File: config.mk
export PLATFORM = sky130hd
export DESIGN_NAME = serial_core_wrap
export DESIGN_NICKNAME = d
export VERILOG_FILES = /design/src/rtl/serial_core_wrap.sv
export SDC_FILE = /design/constraint.sdc
export NUM_CORES = 1
export LEC_CHECK = 0
export ABC_AREA = 1
export BUFFER_PORTS_ARGS = -buffer_cell sky130_fd_sc_hd__clkbuf_2
export CAP_MARGIN = 20
export CORE_MARGIN = 1.5
export CORE_UTILIZATION = 50
export CTS_CLUSTER_DIAMETER = 80
export DETAILED_ROUTE_END_ITERATION = 16
export PLACE_DENSITY = 0.76
export SETUP_SLACK_MARGIN = 0.05
export SKIP_CTS_REPAIR_TIMING = 1
export SLEW_MARGIN = 40
export SYNTH_ARGS = -nofsm -noshare
export SYNTH_HDL_FRONTEND = slang
export SYNTH_SLANG_ARGS = --single-unit
File: constraint.sdc
create_clock -name clk -period 5.1 [get_ports clk]
set_input_delay 1.02 -clock clk [delete_from_list [all_inputs] [get_ports clk]]
set_output_delay 1.02 -clock clk [all_outputs]
set_load 0.1 [all_outputs]
File: src/rtl/serial_core_wrap.sv
// Serial front end for a parallel core: serial in -> core_din, core_dout -> serial out.
// Optional even-parity trailer bit on sdo when SERIAL_PARITY_EN is defined.
module serial_core_wrap #(
  parameter int WIDTH      = 32,
  parameter int WORDS      = 1,
  parameter int PHASE_BITS = 2
) (
  input  logic                        clk,
  input  logic                        rst,
  input  logic                        sdi,
  input  logic                        de,
  input  logic                        ld,
  input  logic                        pa,
  input  logic                        qe,
  output logic                        sdo,
  output logic [PHASE_BITS-1:0]       po,
  output logic                        frame_busy,
  output logic                        ovf,
  output logic [WIDTH*WORDS-1:0]      core_din,
  output logic                        core_load,
  output logic                        core_pa,
  input  logic [WIDTH*WORDS-1:0]      core_dout,
  input  logic [PHASE_BITS-1:0]       core_phase
);

  localparam int N = WIDTH * WORDS;
`ifdef SERIAL_PARITY_EN
  localparam int FL = N + 1;
`else
  localparam int FL = N;
`endif
  localparam int CW = $clog2(FL + 1);

  logic [N-1:0]  sr_in;
  logic [FL-1:0] sr_out;
  logic [CW-1:0] cnt;

  function automatic logic even_parity(input logic [N-1:0] word);
    return ^word;
  endfunction

  // Input side: free-running deserializer, snapshot into core controls on de
  always_ff @(posedge clk or posedge rst) begin
    if (rst) begin
      sr_in     <= '0;
      core_din  <= '0;
      core_load <= 1'b0;
      core_pa   <= 1'b0;
    end else begin
      sr_in <= {sr_in[N-2:0], sdi};
      if (de) begin
        core_din  <= sr_in;
        core_load <= ld;
        core_pa   <= pa;
      end
    end
  end

  // Output side: qe restarts the frame (flagging overrun if more than the last bit was pending)
  always_ff @(posedge clk or posedge rst) begin
    if (rst) begin
      sr_out     <= '0;
      cnt        <= '0;
      po         <= '0;
      sdo        <= 1'b0;
      frame_busy <= 1'b0;
      ovf        <= 1'b0;
    end else begin
      sdo <= sr_out[FL-1];
      if (qe) begin
`ifdef SERIAL_PARITY_EN
        sr_out <= {core_dout, even_parity(core_dout)};
`else
        sr_out <= core_dout;
`endif
        po         <= core_phase;
        cnt        <= CW'(FL);
        frame_busy <= 1'b1;
        if ({1'b0, cnt} >= (CW+1)'(2)) begin
          ovf <= 1'b1;
        end
      end else begin
        sr_out <= sr_out << 1;
        if (cnt != '0) begin
          cnt <= cnt - CW'(1);
        end
        // busy tracks the post-edge counter being nonzero
        frame_busy <= ({1'b0, cnt} > (CW+1)'(1));
      end
    end
  end

endmodule

Word level (Yosys, flattened, before mapping) --
Cells that the tools add are included. W data, S select, Z words.
Storage, ports and cells: flip-flop bits (word level) 109, input port bits 41, output and inout port bits 39, word-level logic and storage cells 20
Operators by class: add/sub/neg operators 1, magnitude comparators 2, muxes and demuxes 4, reduce and logical (&&, ||, !) cells 3
Operators with widths (count):
- $mux W32 | 1
- $mux W6 | 2
- $ge A6 B2 Y1 const B | 1
- $gt A6 B1 Y1 const B | 1
- $reduce_bool A6 Y1 | 1
- $sub A6 B1 Y6 const B | 1
- $reduce_and A2 Y1 | 1
- $reduce_bool A2 Y1 | 1
- $mux W1 | 1

Longest topological paths before layout --
Gate-level depths: netlist of the first run.
depth after elaboration 3, gate-level depth with buffers 6, depth with buffers taken out 6

Worst setup path after synthesis of the first run --
OpenSTA, ideal clock, no wires.
kind register -> output, start point register po[0], end point output po[0], arrival 0.898 ns, required time 4.080 ns, setup slack 3.182 ns, stages on the path, launching flop included 1, buffers on the path 0, path through dfrtp_1
RTL lines:
- from (decl) | RTL line 16 | output logic [PHASE_BITS-1:0] po,
- from (signal assigned) | RTL line 76 | po <= core_phase;
No word-level cell between the ends.

Worst setup path after layout of the first run --
start point register core_din[21], end point output core_din[21]
RTL lines:
- from (decl) | RTL line 19 | output logic [WIDTH*WORDS-1:0] core_din,
- from (signal assigned) | RTL line 52 | core_din <= sr_in;
No word-level cell between the ends.

==> impl_results.html, run 1 <==
<table>
<tr><th>Metric</th><th>Value</th></tr>
<tr><th colspan="2">Placement</th></tr>
<tr><td>Pre-CTS setup slack</td><td>2.616 ns</td></tr>
<tr><td>Total placed cells including tap cells</td><td>472</td></tr>
<tr><td>Post-DP Area</td><td>0.004403 mm^2</td></tr>
<tr><td>Routability cong.</td><td>0.7584</td></tr>
<tr><td>Quantity of I/O buffers inserted on ports</td><td>79</td></tr>
<tr><td>Detailed-placement wirelength estimate</td><td>4185 um</td></tr>
<tr><th colspan="2">STA</th></tr>
<tr><td>Shortest period the worst path allows</td><td>2.245 ns</td></tr>
<tr><td>Count of endpoints failing setup in the final report</td><td>0</td></tr>
<tr><td>Unrepaired setup endpoints after global routing</td><td>no</td></tr>
<tr><td>Worst rel slew slack</td><td>52.43%</td></tr>
<tr><td>Fin. max-slew vios</td><td>0</td></tr>
<tr><td>Final worst clock skew</td><td>0.009284 ns</td></tr>
<tr><td>Worst hold margin</td><td>0.3620 ns</td></tr>
<tr><td>Final Hold Viols</td><td>0</td></tr>
<tr><td>Max Clock Freq</td><td>445.5 MHz</td></tr>
<tr><td>Final setup margin</td><td>2.855 ns</td></tr>
<tr><td>Sum of negative setup slack</td><td>0 ns</td></tr>
<tr><td>Pin slew with the least headroom to its limit</td><td>0.7136 ns</td></tr>
<tr><td>Share of the cycle needed by the critical path after routing</td><td>44.01%</td></tr>
<tr><th colspan="2">Final layout</th></tr>
<tr><td>Number of fill cells in the layout</td><td>625</td></tr>
<tr><td>Utilization after layout</td><td>59.99%</td></tr>
<tr><td>Share of cells above drive strength 1</td><td>35.49%</td></tr>
<tr><td>Number of non-filler instances in the completed layout</td><td>488</td></tr>
<tr><td>Final Net Count</td><td>425</td></tr>
<tr><td>Flip-flop and latch area</td><td>0.002728 mm^2</td></tr>
<tr><td>Diode count</td><td>0</td></tr>
<tr><td>Syn-to-layout area delta</td><td>16.36%</td></tr>
<tr><td>Final non-filler cell area</td><td>0.004636 mm^2</td></tr>
<tr><td>Multi-input logic area</td><td>0.001106 mm^2</td></tr>
<tr><th colspan="2">Worst setup path</th></tr>
<tr><td>Critical-path maximum fanout</td><td>2</td></tr>
<tr><td>Worst path arrival time</td><td>1.22 ns</td></tr>
<tr><td>Cell family with the largest share of critical-path delay</td><td>buffers and inverters</td></tr>
<tr><td>Slowest cell on crit path</td><td>sky130_fd_sc_hd__clkbuf_2</td></tr>
<tr><td>WP data required</td><td>4.08 ns</td></tr>
<tr><td>Kind of launch point of the worst setup path</td><td>register</td></tr>
<tr><td>Crit path cell chain</td><td>clkbuf_2</td></tr>
<tr><td>Largest stage delay on the critical path</td><td>0.47 ns</td></tr>
<tr><td>Element type at the critical path end</td><td>output pin</td></tr>
<tr><td>Register-to-register setup slack</td><td>3.71 ns</td></tr>
<tr><td>Category of the critical setup timing path</td><td>register to output pin</td></tr>
<tr><td>Buffering stage count on the worst path with inverters included</td><td>1</td></tr>
<tr><th colspan="2">Outcome</th></tr>
<tr><td>Outcome</td><td>complete, no violations</td></tr>
<tr><th colspan="2">Floorplanning</th></tr>
<tr><td>Initial core utilization</td><td>51.55%</td></tr>
<tr><td>Number of placement rows</td><td>32</td></tr>
<tr><td>Die Area</td><td>0.008512 mm^2</td></tr>
<tr><td>Floorplan Core Area</td><td>0.007727 mm^2</td></tr>
<tr><td>Ports</td><td>80</td></tr>
<tr><td>Die height</td><td>92.26 um</td></tr>
<tr><td>Die extent in x</td><td>92.26 um</td></tr>
<tr><th colspan="2">Synthesis</th></tr>
<tr><td>Number of synthesis warnings</td><td>0</td></tr>
<tr><td>Leading register cell type out of synthesis</td><td>sky130_fd_sc_hd__dfrtp_1</td></tr>
<tr><td>Synthesized area per cell</td><td>13.19 um^2</td></tr>
<tr><td>Flip-flop and latch count after synthesis</td><td>109</td></tr>
<tr><td>Post-synthesis cell type count</td><td>21</td></tr>
<tr><td>Cell area after synthesis</td><td>0.003984 mm^2</td></tr>
<tr><td>Post-Synthesis Cells</td><td>302</td></tr>
<tr><td>Post-synthesis net count</td><td>346</td></tr>
<tr><td>Ranking of synthesized cells by instance count</td><td>110 x sky130_fd_sc_hd__nand2_1, 109 x sky130_fd_sc_hd__dfrtp_1, 30 x sky130_fd_sc_hd__mux2_4, 8 x sky130_fd_sc_hd__inv_1, 8 x sky130_fd_sc_hd__nor2_1</td></tr>
<tr><td>Post-synthesis cell type with the largest combined area</td><td>sky130_fd_sc_hd__dfrtp_1</td></tr>
<tr><td>Number of flops mapped to enable cells by yosys</td><td>0</td></tr>
<tr><td>Cell with the most instances after synthesis</td><td>sky130_fd_sc_hd__nand2_1</td></tr>
<tr><td>Sequential-to-total area share from yosys stat</td><td>68.47%</td></tr>
<tr><td>Fraction of synthesized cell area taken by the top area cell type</td><td>68.47%</td></tr>
<tr><td>Top cells by area, synth</td><td>sky130_fd_sc_hd__dfrtp_1 68%, sky130_fd_sc_hd__mux2_4 11%, sky130_fd_sc_hd__nand2_1 10%, sky130_fd_sc_hd__buf_12 1.5%, sky130_fd_sc_hd__mux2_2 1.1%</td></tr>
<tr><td>Share of async-settable or async-resettable flops after synthesis</td><td>100.0%</td></tr>
<tr><th colspan="2">GRT</th></tr>
<tr><td>Total congestion overflow</td><td>0</td></tr>
<tr><td>Maximum number of pins on one net before global-route repair</td><td>68</td></tr>
<tr><td>Vias in the first global route</td><td>2278</td></tr>
<tr><td>Number of antenna violations at the first check in global routing</td><td>0</td></tr>
<tr><td>Wire length of the first global-routing pass</td><td>11050 um</td></tr>
<tr><td>GRT Resource Usage Total</td><td>16.89%</td></tr>
<tr><th colspan="2">CTS</th></tr>
<tr><td>Library cell used as clock root buffer</td><td>sky130_fd_sc_hd__clkbuf_8</td></tr>
<tr><td>Total number of clock tree sinks</td><td>109</td></tr>
<tr><td>Largest buffer count on any clock path</td><td>2</td></tr>
<tr><td>TritonCTS clock tree</td><td>done</td></tr>
<tr><td>Clock transition at the registers of the reported paths</td><td>0.10 ns</td></tr>
<tr><td>Clock insertion delay at the later pin of the skew report</td><td>0.37 ns</td></tr>
<tr><td>H-Tree Depth</td><td>3</td></tr>
<tr><td>TritonCTS Buffers</td><td>9</td></tr>
<tr><th colspan="2">Flow run</th></tr>
<tr><td>Count of max-cap constraint violations</td><td>0</td></tr>
<tr><th colspan="2">Power and ir drop</th></tr>
<tr><td>Leakage</td><td>2.436 nW</td></tr>
<tr><td>Overall power</td><td>2.061 mW</td></tr>
<tr><td>Peak ir drop on the vdd network</td><td>0.2242 mV</td></tr>
<tr><td>Power density normalized to cell area</td><td>444.6 mW/mm^2</td></tr>
<tr><th colspan="2">Routing</th></tr>
<tr><td>DRT antenna net count</td><td>0</td></tr>
<tr><td>Final routed wire length divided by cell count</td><td>12.97 um</td></tr>
<tr><td>Count of vias placed by the detailed router</td><td>2278</td></tr>
<tr><td>DRC viols</td><td>0</td></tr>
<tr><td>Mean number of vias per cell</td><td>4.668</td></tr>
<tr><td>DR iter-0 viols</td><td>106</td></tr>
<tr><td>Overall routed net length</td><td>6328 um</td></tr>
<tr><td>Iteration count of the initial detailed-routing pass</td><td>4</td></tr>
<tr><th colspan="2">Worst hold path</th></tr>
<tr><td>Class of the most critical hold timing path</td><td>register to register</td></tr>
</table>
-- layout make-up --
class | instances | share of cell area, %
Sequential cell | 109 | 58.84
Multi-Input combinational cell | 172 | 23.86
Timing Repair Buffer | 80 | 8.745
Tap cell | 102 | 2.753
Clock buffer | 9 | 2.672
Clock inverter | 7 | 2.294
Inverter | 9 | 0.8367
-- per-layer routing --
layer | track usage [%] | share of wire, %
met5 | 0 | 0
met3 | 3.317 | 3.4
met1 | 23.73 | 47
met2 | 25.31 | 47
met4 | 8.077 | 2.1
-- flip-flops by register name, summed over array words and instances, names as in the netlist --
register	flops
core_din	32
ovf	1
cnt	6
sr_out	32
sdo	1
sr_in	32
core_pa	1
core_load	1
frame_busy	1
po	2
-- path summary, 6_finish.rpt --
check                                   from      endpoint  cells past startpoint
worst max-delay path            core_din[21]  core_din[21]                      1
worst min-delay path              sr_out[31]           sdo                      0
worst max register to register        cnt[0]        cnt[0]                      6
worst min register to register    sr_out[31]           sdo                      0
max in group asynchronous                rst    frame_busy                      3
min in group asynchronous                rst      sr_in[1]                      2
-- where the power goes --
part           total [mW]  internal [mW]  switching (mW)  leakage [nW]
sequential           1.01          0.948          0.0602          1.29
clock               0.561          0.244           0.317         0.110
combinational       0.492          0.126           0.366          1.04
total                2.06           1.32           0.743          2.44
-- layout by cell type, fill, tap and decap left out --
master,Yosys,final
sky130_fd_sc_hd__nand2_1,110,110
sky130_fd_sc_hd__dfrtp_1,109,109
sky130_fd_sc_hd__clkbuf_2,0,78
sky130_fd_sc_hd__mux2_4,30,30
sky130_fd_sc_hd__clkbuf_8,0,9
sky130_fd_sc_hd__nor2_1,8,8
sky130_fd_sc_hd__inv_1,8,7
sky130_fd_sc_hd__nand3_1,7,7
sky130_fd_sc_hd__mux2_2,4,4
sky130_fd_sc_hd__nor2_4,3,3
sky130_fd_sc_hd__ha_1,3,3
sky130_fd_sc_hd__clkinv_8,0,3
sky130_fd_sc_hd__inv_6,0,2
sky130_fd_sc_hd__inv_2,1,1
sky130_fd_sc_hd__o2111ai_1,1,1
sky130_fd_sc_hd__a21oi_1,1,1
sky130_fd_sc_hd__nand3_4,1,1
sky130_fd_sc_hd__nand3b_1,1,1
sky130_fd_sc_hd__or2_2,1,1
sky130_fd_sc_hd__o21bai_1,1,1
sky130_fd_sc_hd__xor2_1,1,1
sky130_fd_sc_hd__bufinv_16,0,1
sky130_fd_sc_hd__inv_8,0,1
sky130_fd_sc_hd__clkinvlp_4,0,1
sky130_fd_sc_hd__clkbuf_4,0,1
sky130_fd_sc_hd__buf_4,2,1
-- cell families (layout without fill, tap and decap cells) --
kind of cell / Yosys count / count (layout) / share of synthesized area [%]
xor+xnor: 1 / 1 / 0.2199
compound gates: 3 / 3 / 0.5339
buf+inv: 21 / 105 / 3.769
simple gates: 131 / 131 / 13.63
mux: 34 / 34 / 12.44
fa+ha+maj: 3 / 3 / 0.9423
flops: 109 / 109 / 68.47
(Power assumes the default switching activity.)
==> run 2: changes to the inputs <==
Clock period 5.1 ns to 2.19 ns, I/O delays scaled along.
==> impl_results.html, run 2 (synthesis results as in run 1) <==
<table>
<tr><th>Metric</th><th>Value</th></tr>
<tr><th colspan="2">Outcome</th></tr>
<tr><td>Outcome</td><td>complete, no violations</td></tr>
<tr><th colspan="2">STA</th></tr>
<tr><td>Final worst clock skew</td><td>0.01275 ns (+0.003466 ns)</td></tr>
<tr><td>Pin slew with the least headroom to its limit</td><td>0.6245 ns (-0.08908 ns)</td></tr>
<tr><td>Unrepaired setup endpoints after global routing</td><td>no</td></tr>
<tr><td>Fin. max-slew vios</td><td>0 (unchanged)</td></tr>
<tr><td>Shortest period the worst path allows</td><td>1.683 ns</td></tr>
<tr><td>Max Clock Freq</td><td>594.1 MHz</td></tr>
<tr><td>Final Hold Viols</td><td>0 (unchanged)</td></tr>
<tr><td>Share of the cycle needed by the critical path after routing</td><td>76.86%</td></tr>
<tr><td>Final setup margin</td><td>0.5069 ns (-2.348 ns)</td></tr>
<tr><td>Worst rel slew slack</td><td>58.31% (+5.9 points)</td></tr>
<tr><td>Sum of negative setup slack</td><td>0 ns (unchanged)</td></tr>
<tr><td>Count of endpoints failing setup in the final report</td><td>0 (unchanged)</td></tr>
<tr><th colspan="2">CTS</th></tr>
<tr><td>Largest buffer count on any clock path</td><td>2 (unchanged)</td></tr>
<tr><td>TritonCTS clock tree</td><td>done</td></tr>
<tr><td>Total number of clock tree sinks</td><td>109 (unchanged)</td></tr>
<tr><td>Clock transition at the registers of the reported paths</td><td>0.11 ns (about the same)</td></tr>
<tr><td>Clock insertion delay at the later pin of the skew report</td><td>0.37 ns (about the same)</td></tr>
<tr><td>H-Tree Depth</td><td>3 (unchanged)</td></tr>
<tr><td>Library cell used as clock root buffer</td><td>sky130_fd_sc_hd__clkbuf_8</td></tr>
<tr><td>TritonCTS Buffers</td><td>9 (unchanged)</td></tr>
<tr><th colspan="2">Placement</th></tr>
<tr><td>Routability cong.</td><td>0.7562 (-0.29%)</td></tr>
<tr><td>Total placed cells including tap cells</td><td>474 (+0.42%)</td></tr>
<tr><td>Quantity of I/O buffers inserted on ports</td><td>79 (unchanged)</td></tr>
<tr><td>Detailed-placement wirelength estimate</td><td>4075 um (-2.6%)</td></tr>
<tr><td>Pre-CTS setup slack</td><td>0.8291 ns (-1.787 ns)</td></tr>
<tr><td>Post-DP Area</td><td>0.004442 mm^2 (+0.88%)</td></tr>
<tr><th colspan="2">Flow run</th></tr>
<tr><td>Count of max-cap constraint violations</td><td>0 (unchanged)</td></tr>
<tr><th colspan="2">Final layout</th></tr>
<tr><td>Largest regs</td><td>core_din: 32 flops, sr_in: 32 flops, sr_out: 32 flops</td></tr>
<tr><td>Syn-to-layout area delta</td><td>16.90%</td></tr>
<tr><td>Most common cell after layout, fill and taps aside</td><td>sky130_fd_sc_hd__nand2_1</td></tr>
<tr><td>Final Net Count</td><td>427 (+0.47%)</td></tr>
<tr><td>Final non-filler cell area</td><td>0.004657 mm^2 (+0.46%)</td></tr>
<tr><td>Multi-input logic area</td><td>0.001106 mm^2 (unchanged)</td></tr>
<tr><td>Share of cells above drive strength 1</td><td>35.82% (+0.33 points)</td></tr>
<tr><td>Flip-flop and latch area</td><td>0.002728 mm^2 (unchanged)</td></tr>
<tr><td>Most frequent cells in the layout</td><td>110 x sky130_fd_sc_hd__nand2_1, 109 x sky130_fd_sc_hd__dfrtp_1, 79 x sky130_fd_sc_hd__clkbuf_2</td></tr>
<tr><td>Diode count</td><td>0 (unchanged)</td></tr>
<tr><td>Number of fill cells in the layout</td><td>620 (-0.80%)</td></tr>
<tr><td>Number of non-filler instances in the completed layout</td><td>490 (+0.41%)</td></tr>
<tr><th colspan="2">Worst setup path</th></tr>
<tr><td>Kind of launch point of the worst setup path</td><td>register</td></tr>
<tr><td>Buffering stage count on the worst path with inverters included</td><td>1 (unchanged)</td></tr>
<tr><td>Cell family with the largest share of critical-path delay</td><td>buffers and inverters</td></tr>
<tr><td>Element type at the critical path end</td><td>output pin</td></tr>
<tr><td>Category of the critical setup timing path</td><td>register to output pin</td></tr>
<tr><td>Worst reg2reg path endpoint</td><td>cnt[5]</td></tr>
<tr><td>WP data required</td><td>1.75 ns (-2.33 ns)</td></tr>
<tr><td>Register-to-register setup slack</td><td>0.84 ns (-2.87 ns)</td></tr>
<tr><td>Crit path cell chain</td><td>clkbuf_2</td></tr>
<tr><td>Slowest cell on crit path</td><td>sky130_fd_sc_hd__clkbuf_2</td></tr>
<tr><td>Worst path arrival time</td><td>1.25 ns (+0.03 ns)</td></tr>
<tr><td>Critical-path maximum fanout</td><td>2 (unchanged)</td></tr>
<tr><td>Crit Reg-Reg Startpoint</td><td>cnt[0]</td></tr>
<tr><td>Largest stage delay on the critical path</td><td>0.48 ns (about the same)</td></tr>
<tr><td>Worst R2R Path Depth</td><td>5 (-1)</td></tr>
<tr><th colspan="2">Power and ir drop</th></tr>
<tr><td>Power density normalized to cell area</td><td>1012 mW/mm^2 (+130%)</td></tr>
<tr><td>Overall power</td><td>4.714 mW (+130%)</td></tr>
<tr><td>Leakage</td><td>2.445 nW (+0.38%)</td></tr>
<tr><td>Peak ir drop on the vdd network</td><td>0.4203 mV (+87%)</td></tr>
<tr><th colspan="2">GRT</th></tr>
<tr><td>Total congestion overflow</td><td>0 (unchanged)</td></tr>
<tr><td>GRT Resource Usage Total</td><td>17.03% (+0.14 points)</td></tr>
<tr><td>Wire length of the first global-routing pass</td><td>11190 um (+1.3%)</td></tr>
<tr><td>Number of antenna violations at the first check in global routing</td><td>0 (unchanged)</td></tr>
<tr><td>Vias in the first global route</td><td>2352 (+3.2%)</td></tr>
<tr><td>Maximum number of pins on one net before global-route repair</td><td>110 (+62%)</td></tr>
<tr><th colspan="2">Routing</th></tr>
<tr><td>Iteration count of the initial detailed-routing pass</td><td>4 (unchanged)</td></tr>
<tr><td>DRC viols</td><td>0 (unchanged)</td></tr>
<tr><td>DRT antenna net count</td><td>0 (unchanged)</td></tr>
<tr><td>Mean number of vias per cell</td><td>4.676 (+0.16%)</td></tr>
<tr><td>DR iter-0 viols</td><td>142 (+34%)</td></tr>
<tr><td>Count of vias placed by the detailed router</td><td>2291 (+0.57%)</td></tr>
<tr><td>Overall routed net length</td><td>6343 um (+0.24%)</td></tr>
<tr><td>Final routed wire length divided by cell count</td><td>12.94 um (-0.17%)</td></tr>
<tr><th colspan="2">Worst hold path</th></tr>
<tr><td>End of the worst hold path</td><td>sr_in[0]</td></tr>
<tr><td>Class of the most critical hold timing path</td><td>primary input to register</td></tr>
<tr><td>Startpoint of the most critical hold path</td><td>sdi</td></tr>
<tr><td>Cell depth of the worst hold path</td><td>1 (+1)</td></tr>
<tr><th colspan="2">Floorplanning</th></tr>
<tr><td>Die Area</td><td>0.008512 mm^2 (unchanged)</td></tr>
<tr><td>Floorplan Core Area</td><td>0.007727 mm^2 (unchanged)</td></tr>
<tr><td>Ports</td><td>80 (unchanged)</td></tr>
<tr><td>Number of placement rows</td><td>32 (unchanged)</td></tr>
<tr><td>Die extent in x</td><td>92.26 um (unchanged)</td></tr>
<tr><td>Die height</td><td>92.26 um (unchanged)</td></tr>
<tr><td>Initial core utilization</td><td>51.55% (unchanged)</td></tr>
</table>
-- run 2: cell types whose count changed in the layout (fill, tap and decap cells not counted) --
cell	change
sky130_fd_sc_hd__buf_12	+2
sky130_fd_sc_hd__clkinv_8	+1
sky130_fd_sc_hd__inv_8	-1
sky130_fd_sc_hd__bufinv_16	-1
sky130_fd_sc_hd__clkbuf_4	-1
sky130_fd_sc_hd__clkinv_4	+1
sky130_fd_sc_hd__clkbuf_2	+1
-- run 2: per-layer routing --
metal  global-route usage (%)  share of wire (%)
met3                    4.478                3.3
met2                    25.80                 47
met1                    23.61                 48
met5                        0                  0
met4                    6.538                1.5
-- run 2: worst max path at each step --
stage	start	to	slack, ns	depth (start not counted)
2_1_floorplan	rst	cnt[0]	0.44	1
3_3_place_gp	qe	frame_busy	0.85	3
3_5_place_dp	qe	frame_busy	0.83	3
4_1_cts	core_din[11]	core_din[11]	0.49	1
5_1_grt	core_din[23]	core_din[23]	0.45	1
6_report	core_din[23]	core_din[23]	0.51	1
-- run 2: metrics by stage --
| step | util [%] | hold slack, ns |
|---|---|---|
| 3_3_place_gp | 57.48 | 0.3440 |
| 5_1_grt | 60.27 | 0.1505 |
| 6_report | 60.27 | 0.1752 |
| 3_5_place_dp | 57.48 | 0.3441 |
| 4_1_cts | 60.27 | 0.1571 |
| 2_1_floorplan | - | 0.3312 |
-- run 2: final cells by class --
cell class / count / share of cell area [%]
clock buffer: 9 / 2.660
clock inverter: 7 / 1.961
inverter: 9 / 0.8060
multi-input combinational: 172 / 23.75
sequential: 109 / 58.57
tap: 102 / 2.740
timing repair buffer: 82 / 9.511
-- run 2: power breakdown --
group	total (mW)	switching (mW)	internal (mW)	leakage, nW
Sequential	2.35	0.137	2.21	1.29
Combinational	1.16	0.857	0.299	1.05
Clock	1.21	0.752	0.462	0.105
==> run 3: changes to the inputs <==
Clock period 2.19 ns to 1.67 ns, I/O delays scaled along.
==> impl_results.html, run 3 (synthesis results as in run 1) <==
<table>
<tr><th>Metric</th><th>Value</th></tr>
<tr><th colspan="2">Outcome</th></tr>
<tr><td>Outcome</td><td>complete, no violations</td></tr>
<tr><th colspan="2">Floorplanning</th></tr>
<tr><td>Ports</td><td>80 (unchanged)</td></tr>
<tr><td>Initial core utilization</td><td>51.55% (unchanged)</td></tr>
<tr><td>Number of placement rows</td><td>32 (unchanged)</td></tr>
<tr><td>Floorplan Core Area</td><td>0.007727 mm^2 (unchanged)</td></tr>
<tr><td>Die height</td><td>92.26 um (unchanged)</td></tr>
<tr><td>Die extent in x</td><td>92.26 um (unchanged)</td></tr>
<tr><td>Die Area</td><td>0.008512 mm^2 (unchanged)</td></tr>
<tr><th colspan="2">Power and ir drop</th></tr>
<tr><td>Sequential share of power</td><td>49.7% (about the same)</td></tr>
<tr><td>Combinational cell fraction of total power</td><td>24.5% (about the same)</td></tr>
<tr><td>Internal power</td><td>4.005 mW (+35%)</td></tr>
<tr><td>Leakage</td><td>2.447 nW (about the same)</td></tr>
<tr><td>Share of total power consumed by net switching</td><td>35.20% (-1.8 points)</td></tr>
<tr><td>Power density normalized to cell area</td><td>1324 mW/mm^2 (+31%)</td></tr>
<tr><td>Clock network fraction of total power</td><td>25.8% (about the same)</td></tr>
<tr><td>Peak ir drop on the vdd network</td><td>0.5492 mV (+31%)</td></tr>
<tr><td>Reported net switching power</td><td>2.176 mW (+25%)</td></tr>
<tr><th colspan="2">Worst setup path</th></tr>
<tr><td>Buffering stage count on the worst path with inverters included</td><td>1 (unchanged)</td></tr>
<tr><td>Kind of launch point of the worst setup path</td><td>register</td></tr>
<tr><td>Largest stage delay on the critical path</td><td>0.46 ns (-0.02 ns)</td></tr>
<tr><td>Register-to-register setup slack</td><td>0.34 ns (-0.50 ns)</td></tr>
<tr><td>Worst path arrival time</td><td>1.21 ns (-0.04 ns)</td></tr>
<tr><td>Element type at the critical path end</td><td>output pin</td></tr>
<tr><td>Crit Reg-Reg Startpoint</td><td>cnt[0]</td></tr>
<tr><td>WP data required</td><td>1.34 ns (-0.41 ns)</td></tr>
<tr><td>Critical-path maximum fanout</td><td>2 (unchanged)</td></tr>
<tr><td>Worst reg2reg path endpoint</td><td>cnt[0]</td></tr>
<tr><td>Cell family with the largest share of critical-path delay</td><td>buffers and inverters</td></tr>
<tr><td>Critical path launch point</td><td>core_din[12]</td></tr>
<tr><td>Crit path cell chain</td><td>clkbuf_2</td></tr>
<tr><td>Category of the critical setup timing path</td><td>register to output pin</td></tr>
<tr><td>Worst R2R Path Depth</td><td>6 (+1)</td></tr>
<tr><td>Slowest cell on crit path</td><td>sky130_fd_sc_hd__clkbuf_2</td></tr>
<tr><th colspan="2">STA</th></tr>
<tr><td>Sum of negative setup slack</td><td>0 ns (unchanged)</td></tr>
<tr><td>Final Hold Viols</td><td>0 (unchanged)</td></tr>
<tr><td>Pin slew with the least headroom to its limit</td><td>0.5554 ns (-0.06909 ns)</td></tr>
<tr><td>Shortest period the worst path allows</td><td>1.543 ns</td></tr>
<tr><td>Final worst clock skew</td><td>0.009909 ns (-0.002841 ns)</td></tr>
<tr><td>Worst rel slew slack</td><td>63.13% (+4.8 points)</td></tr>
<tr><td>Unrepaired setup endpoints after global routing</td><td>no</td></tr>
<tr><td>Worst hold margin</td><td>0.08482 ns (-0.09041 ns)</td></tr>
<tr><td>Fin. max-slew vios</td><td>0 (unchanged)</td></tr>
<tr><td>Max Clock Freq</td><td>648.1 MHz</td></tr>
<tr><td>Count of endpoints failing setup in the final report</td><td>0 (unchanged)</td></tr>
<tr><td>Share of the cycle needed by the critical path after routing</td><td>92.39%</td></tr>
<tr><th colspan="2">GRT</th></tr>
<tr><td>Maximum number of pins on one net before global-route repair</td><td>110 (unchanged)</td></tr>
<tr><td>Number of antenna violations at the first check in global routing</td><td>0 (unchanged)</td></tr>
<tr><td>Vias in the first global route</td><td>2317 (-1.5%)</td></tr>
<tr><td>GRT Resource Usage Total</td><td>16.89% (-0.14 points)</td></tr>
<tr><td>Total congestion overflow</td><td>0 (unchanged)</td></tr>
<tr><td>Wire length of the first global-routing pass</td><td>11090 um (-0.92%)</td></tr>
<tr><th colspan="2">Final layout</th></tr>
<tr><td>Most common cell after layout, fill and taps aside</td><td>sky130_fd_sc_hd__nand2_1</td></tr>
<tr><td>Largest regs</td><td>core_din: 32 flops, sr_in: 32 flops, sr_out: 32 flops</td></tr>
<tr><td>Diode count</td><td>0 (unchanged)</td></tr>
<tr><td>Share of cells above drive strength 1</td><td>35.99% (+0.16 points)</td></tr>
<tr><td>Number of fill cells in the layout</td><td>623 (+0.48%)</td></tr>
<tr><td>Final Net Count</td><td>428 (+0.23%)</td></tr>
<tr><td>Syn-to-layout area delta</td><td>17.18%</td></tr>
<tr><td>Most frequent cells in the layout</td><td>110 x sky130_fd_sc_hd__nand2_1, 109 x sky130_fd_sc_hd__dfrtp_1, 79 x sky130_fd_sc_hd__clkbuf_2</td></tr>
<tr><td>Multi-input logic area</td><td>0.001106 mm^2 (unchanged)</td></tr>
<tr><td>Flip-flop and latch area</td><td>0.002728 mm^2 (unchanged)</td></tr>
<tr><th colspan="2">Routing</th></tr>
<tr><td>Overall routed net length</td><td>6196 um (-2.3%)</td></tr>
<tr><td>Final routed wire length divided by cell count</td><td>12.62 um (-2.5%)</td></tr>
<tr><td>Mean number of vias per cell</td><td>4.609 (-1.4%)</td></tr>
<tr><td>DRT antenna net count</td><td>0 (unchanged)</td></tr>
<tr><td>DR iter-0 viols</td><td>84 (-41%)</td></tr>
<tr><td>Count of vias placed by the detailed router</td><td>2263 (-1.2%)</td></tr>
<tr><td>DRC viols</td><td>0 (unchanged)</td></tr>
<tr><td>Iteration count of the initial detailed-routing pass</td><td>4 (unchanged)</td></tr>
<tr><th colspan="2">Worst hold path</th></tr>
<tr><td>End of the worst hold path</td><td>sr_in[0]</td></tr>
<tr><td>Class of the most critical hold timing path</td><td>primary input to register</td></tr>
<tr><td>Startpoint of the most critical hold path</td><td>sdi</td></tr>
<tr><td>Cell depth of the worst hold path</td><td>1 (unchanged)</td></tr>
<tr><th colspan="2">Placement</th></tr>
<tr><td>Quantity of I/O buffers inserted on ports</td><td>79 (unchanged)</td></tr>
<tr><td>Detailed-placement wirelength estimate</td><td>4065 um (-0.25%)</td></tr>
<tr><td>Routability cong.</td><td>0.8095 (+7.0%)</td></tr>
<tr><th colspan="2">CTS</th></tr>
<tr><td>Clock transition at the registers of the reported paths</td><td>0.10 ns (about the same)</td></tr>
<tr><td>Largest buffer count on any clock path</td><td>2 (unchanged)</td></tr>
<tr><td>Clock insertion delay at the later pin of the skew report</td><td>0.36 ns (about the same)</td></tr>
<tr><td>Library cell used as clock root buffer</td><td>sky130_fd_sc_hd__clkbuf_8</td></tr>
<tr><td>H-Tree Depth</td><td>3 (unchanged)</td></tr>
<tr><td>Total number of clock tree sinks</td><td>109 (unchanged)</td></tr>
<tr><td>TritonCTS Buffers</td><td>9 (unchanged)</td></tr>
<tr><td>TritonCTS clock tree</td><td>done</td></tr>
<tr><th colspan="2">Flow run</th></tr>
<tr><td>Count of max-cap constraint violations</td><td>0 (unchanged)</td></tr>
</table>
==> run 3: area by class of cell <==
type	count	share of cell area, %
flip-flops and latches	109	58.43
clock inverters	7	1.769
inverters	9	0.8041
well taps	102	2.734
repair buffers	83	9.917
clock buffers	9	2.653
multi-input cells	172	23.69
==> run 3: power groups by stage <==
stage | Clock (mW) | Combinational, mW | Sequential (mW)
2_1_floorplan | 0 | 0.602 | 3.77
3_3_place_gp | 0 | 1.50 | 3.12
3_5_place_dp | 0 | 1.53 | 3.13
4_1_cts | 1.66 | 1.54 | 3.08
5_1_grt | 1.76 | 1.64 | 3.11
6_report | 1.59 | 1.52 | 3.07
==> run 3: worst max path at each step <==
stage / endpoint / slack, ns / depth (start not counted)
floorplan: cnt[0] / 0.02 / 1
global placement: cnt[0] / 0.42 / 6
detailed placement: cnt[0] / 0.35 / 6
CTS: core_din[12] / 0.09 / 1
global route: core_din[31] / 0.07 / 1
finish: core_din[12] / 0.13 / 1
==> run 3: routing by layer <==
| layer | global-route usage, % | up-vias | routed length [um] |
|---|---|---|---|
| li1 | - | 1113 | - |
| met1 | 22.89 | 1088 | 2923 |
| met2 | 26.17 | 54 | 2925 |
| met3 | 4.146 | 8 | 251 |
| met4 | 6.923 | 0 | 95 |
| met5 | 0 | - | 0 |
==> run 3: through the flow <==
| stage | utilization, % | cell area, um^2 | worst slack (ns) | instances | power (mW) |
|---|---|---|---|---|---|
| floorplan | - | 3988 | 0.02051 | 302 | 4.373 |
| global placement | 57.74 | 4462 | 0.4229 | 475 | 4.617 |
| detailed placement | 57.74 | 4462 | 0.3481 | 475 | 4.660 |
| CTS | 60.41 | 4668 | 0.09127 | 491 | 6.271 |
| global route | 60.41 | 4668 | 0.07299 | 491 | 6.513 |
| finish | 60.41 | 4668 | 0.1271 | 491 | 6.182 |
